--- src/rtl/input_conditioner.sv ---
// Per-bit synchroniser + debouncer with registered rise/fall pulses and an aggregate change strobe.
// Define COND_EDGE_LATCH_EN to add sticky per-bit edge flags (clr_edges / edge_latched).
module input_conditioner #(
  parameter int WIDTH           = 10,
  parameter int SYNC_STAGES     = 2,
  parameter int DEBOUNCE_CYCLES = 4
) (
  input  logic             clk,
  input  logic             reset,
  input  logic [WIDTH-1:0] raw_in,
`ifdef COND_EDGE_LATCH_EN
  input  logic             clr_edges,
  output logic [WIDTH-1:0] edge_latched,
`endif
  output logic [WIDTH-1:0] clean,
  output logic [WIDTH-1:0] rise,
  output logic [WIDTH-1:0] fall,
  output logic             any_change
);

  localparam int CW = $clog2(DEBOUNCE_CYCLES + 1);
  localparam logic [CW-1:0] TERM = CW'(DEBOUNCE_CYCLES - 1);

  logic [WIDTH-1:0] sync_q [SYNC_STAGES];
  logic [CW-1:0]    cnt_q  [WIDTH];
  logic [CW-1:0]    cnt_d  [WIDTH];
  logic [WIDTH-1:0] sync;
  logic [WIDTH-1:0] clean_d;
  logic [WIDTH-1:0] rise_d;
  logic [WIDTH-1:0] fall_d;

  assign sync = sync_q[SYNC_STAGES-1];

  // A run of differing samples must reach the terminal count unbroken;
  // any sample matching clean restarts it, which is what rejects glitches.
  always_comb begin
    clean_d = clean;
    rise_d  = '0;
    fall_d  = '0;
    for (int i = 0; i < WIDTH; i++) begin
      cnt_d[i] = '0;
      if (sync[i] != clean[i]) begin
        if (cnt_q[i] == TERM) begin
          clean_d[i] = sync[i];
          rise_d[i]  = sync[i];
          fall_d[i]  = clean[i];
        end else begin
          cnt_d[i] = cnt_q[i] + CW'(1);
        end
      end
    end
  end

  always_ff @(posedge clk) begin
    if (reset) begin
      for (int k = 0; k < SYNC_STAGES; k++) sync_q[k] <= '0;
      for (int i = 0; i < WIDTH; i++) cnt_q[i] <= '0;
      clean      <= '0;
      rise       <= '0;
      fall       <= '0;
      any_change <= 1'b0;
    end else begin
      sync_q[0] <= raw_in;
      for (int k = 1; k < SYNC_STAGES; k++) sync_q[k] <= sync_q[k-1];
      for (int i = 0; i < WIDTH; i++) cnt_q[i] <= cnt_d[i];
      clean      <= clean_d;
      rise       <= rise_d;
      fall       <= fall_d;
      any_change <= |(rise_d | fall_d);
    end
  end

`ifdef COND_EDGE_LATCH_EN
  // Sets from the registered pulses, so a pulse visible in the clearing cycle survives the clear.
  always_ff @(posedge clk) begin
    if (reset) begin
      edge_latched <= '0;
    end else begin
      edge_latched <= (clr_edges ? '0 : edge_latched) | rise | fall;
    end
  end
`endif

endmodule

--- config.mk ---
export PLATFORM = sky130hd
export DESIGN_NAME = input_conditioner
export DESIGN_NICKNAME = d
export VERILOG_FILES = /design/src/rtl/input_conditioner.sv
export SDC_FILE = /design/constraint.sdc
export NUM_CORES = 1
export LEC_CHECK = 0
export ABC_AREA = 1
export CAP_MARGIN = 20
export CORE_UTILIZATION = 23
export DETAILED_ROUTE_END_ITERATION = 8
export SYNTH_ARGS = -nofsm -noshare
export SYNTH_HDL_FRONTEND = slang
export SYNTH_SLANG_ARGS = --single-unit
--- constraint.sdc ---
create_clock -name clk -period 2.24 [get_ports clk]
set_input_delay 0.224 -clock clk [delete_from_list [all_inputs] [get_ports clk]]
set_output_delay 0.224 -clock clk [all_outputs]
set_load 0.005 [all_outputs]
[Word level (Yosys, flattened, before mapping)]
Memory sizes are Yosys's and may differ from the RTL's.
Cells that the tools add are included.
Word-level totals
  bits in registers: 31
  memories: 2
  bits in writable memories: 50
Operators by class
  bitwise logic cells: 13
  reduce and logical (&&, ||, !) cells: 11
  eq/ne operators: 20
  muxes and demuxes: 75
  add/subtract/negate cells: 10
Memories
  cnt_q: words 10, bits a word 3, read ports 10, clocked after memory_dff 0, write ports 10, RTL line 25  | logic [CW-1:0] cnt_q [WIDTH];
  sync_q: words 2, bits a word 10, read ports 2, clocked after memory_dff 0, write ports 2, RTL line 24  | logic [WIDTH-1:0] sync_q [SYNC_STAGES];
Operators with widths (count)
  $mux 3: 30
  $mux 1: 43
  $add 3x1->3 const B: 10
  $eq 3x2->1 const B: 10
  $mux 10: 2
  $reduce_and 2->1: 10
  $or 1x1->1: 12
  $ne 1x1->1: 10
  $or 10x10->10: 1
  $reduce_or 10->1: 1

[Depth between registers and ports, before layout]
  word-level depth: 5
  depth in mapped cells: 8
  depth with buffers taken out: 8

[Worst setup path after synthesis]
Ideal clock, no wire load.
  path kind: reg2reg
  start point: mem cnt_q[2][0] (netlist name)
  end point: reg any_change
  arrival: 1109 ps
  setup time: 117 ps
  buffers on the path: 0
  required time: 2123 ps
  cell stages (with the launch flop): 9
  setup slack: 1014 ps
  clock period less this slack: 1226 ps
  path through: dfxtp_1 -> ha_1 -> ha_1 -> nand3_1 -> nand2_1 -> a21oi_1 -> nand2_1 -> nor2_1 -> nor2_1
RTL lines
  start: declaration: RTL line 25
  end signal: assignment: RTL line 69  | any_change <= |(rise_d | fall_d);
  end: declaration: RTL line 18  | output logic any_change

[Final worst setup path]
  start point: reg clean[9]
  end point: out clean[9]
RTL lines
  start: declaration: RTL line 15  | output logic [WIDTH-1:0] clean,
  start signal: assignment: RTL line 66  | clean <= clean_d;
No word-level cell between the ends.

==> reports/metrics.cfg <==
[status]
status = completed

[power]
power_density_nw_per_um2 = 819
p_leak_nw = 1.56
p_total_mw = 3.06
ir_worst_vdd_v = 0.000241

[routing]
dr.first_iter.drc_count = 63
antenna_left = 0
drt_first_pass_iters = 4
viasPerCell = 3.90
routed_wl_mm = 4.95
wl_per_cell_um = 9.40
drc = 0
vias = 2051

[final_layout]
syn2layout_area_growth_pct = 31.4
ff_latch_area_um2 = 1620
fillCellCount = 1255
diodes = 0
multiInputGateArea_um2 = 948
layout-drive-gt1-share_pct = 6.33
instances_no_fill = 526
nets = 407
postLayoutCoreUtil_pct = 31.1

[setup_path]
cp.required_ns = 2.02
endpoint_kind = output port
slowest_delay_ns = 0.57
worst-path-buf-inv = 1
path_cells = clkdlybuf4s50_1
crit_fanout = 5
cp.arrival_ns = 1.36
crit_path_start_kind = flip-flop
crit_type = flip-flop to output port
cpMaxStageDelayCell = clkdlybuf4s50_1
cp_top_family = buffers and inverters

[clock_tree]
cts_htree_levels = 3
clk_latency_ns = 0.33
path_clk_slew_ns = 0.06
cts_resized = 0
cts_max_path_buffers = 2
hold_buffers = 0
cts_tree = yes
root_buffer = clkbuf_16
cts_buffers = 9
postCtsSetupRepairBufs = 0
cts_sinks = 81

[synth]
synth-seq-cells = 81
synth_fp_nets = 358
async_reset_ff_share_pct = 0
yosys_warnings = 0
synthesis.area_um2 = 2840
synthTopCellsByCount = 81 x dfxtp_1, 75 x nor2_1, 61 x inv_1
yosys_most_used_dff = dfxtp_1
avgSynthCellArea_um2 = 8.72
synth_area_leaders = dfxtp_1 57%, nor2_1 9.9%, ha_1 8.8%
synthCells = 326
synth_edf_count = 0
ys_seq_area_share_pct = 57.0
yosysUniqueCellTypes = 15
synth.most_common_cell = dfxtp_1
synth_top_cell_by_area = dfxtp_1
synth_top_area_share_pct = 57.0

[timing]
period_share_pct = 70.6
rsz0062_at_grt = no
skew_ns = 0.00422
fin_crit_ns = 1.58
setup_ws_ns = 0.659
clock.fmax_mhz = 633
hold_viol = 0
worstMarginPinSlew_ns = 0.370
setup_viol = 0
slew_headroom_pct = 75.3
setup_tns_ns = 0
drv_slew = 0

[grt]
grt_max_degree = 22
grt_pass1_wl_mm = 8.34
first_global_vias = 1987
antenna_found_initial = 0
grt_use_total_pct = 8.71
gr-total-overflow = 0

[placed_design]
place_ws_ns = 0.716
dp_hpwl_mm = 3.67
io_buffers = 42
place.gp.congestion = 0.740
dpl.cell_count = 511

[min_path]
hp-class = input pin to flip-flop

[die]
core_area_um2 = 12000
io_pins = 43
die_w_um = 113
fp.dieH_um = 113
start_util_pct = 23.7
num_rows = 40
dieArea_um2 = 12800

[job]
max_cap_violations = 0

## metrics by stage
step	hold WS [ns]	area, um^2
floorplan	0.331	2840
global placement	0.393	3420
detailed placement	0.394	3420
CTS	0.269	3740
global route	0.300	3740
finish	0.282	3740
## cells by family (layout without fill, tap and decap cells)
| group | Yosys count | count (layout) | synth area share, % |
|---|---|---|---|
| fa+ha+maj | 20 | 20 | 8.80 |
| simple gates | 130 | 130 | 19.1 |
| buf+inv | 70 | 123 | 9.63 |
| compound gates | 20 | 20 | 3.92 |
| xor+xnor | 5 | 5 | 1.54 |
| flops | 81 | 81 | 57.0 |
## worst register-to-register path, stage by stage, from the launching register on
cell and delay, ns:
dfxtp_1 0.32, ha_1 0.20, ha_1 0.21, nand3_1 0.13, nand2_1 0.08, nor2_1 0.17, nand3_1 0.11, nor2_1 0.10
nor2_1 0.04
## state kept, by name, summed over array words and instances, names as in the netlist
register and cells:
rise 10, sync_q 20, cnt_q 30, any_change 1, fall 10, clean 10
## worst paths after layout
| check | depth (start not counted) | endpoint | slack [ns] | start |
|---|---|---|---|---|
| worst min-delay path | 2 | sync_q[0][8] | 0.28 | reset |
| worst max register to register | 8 | any_change | 0.75 | cnt_q[8][0] |
| worst min register to register | 2 | sync_q[0][17] | 0.40 | sync_q[0][7] |
| worst max-delay path | 1 | clean[9] | 0.66 | clean[9] |
## cell usage in the layout (no fill, tap or decap), drive strengths merged
master          n
clkdlybuf4s50  41
a21oi          10
bufinv          1
inv            65
clkbuf         13
dfxtp          81
nor2           75
clkinv          1
nand3b          3
nand2          29
xor2            5
o32ai           3
buf             2
ha             20
nand3          23
o21ai           7
## routing by layer
layer  routed length [um]  global-route usage [%]
met1                 2230                    9.14
met2                 2310                    13.9
met3                  265                    4.02
met4                  139                    5.96
met5                    0                       0
## power by group
group	internal (mW)	total [mW]	switching [mW]	leakage (nW)
sequential	1.46	1.48	0.0119	0.657
combinational	0.0322	0.0728	0.0406	0.741
clock	0.976	1.51	0.534	0.158
total	2.47	3.06	0.587	1.56
## cell type report
cell class,instances,share of cell area (%)
flip-flops and latches,81,43.4
multi-input cells,175,25.4
repair buffers,43,11.3
clock buffers,13,7.50
inverters,65,6.53
well taps,147,4.92
clock inverters,2,0.938
No activity file was read; power rests on OpenSTA's default activity.
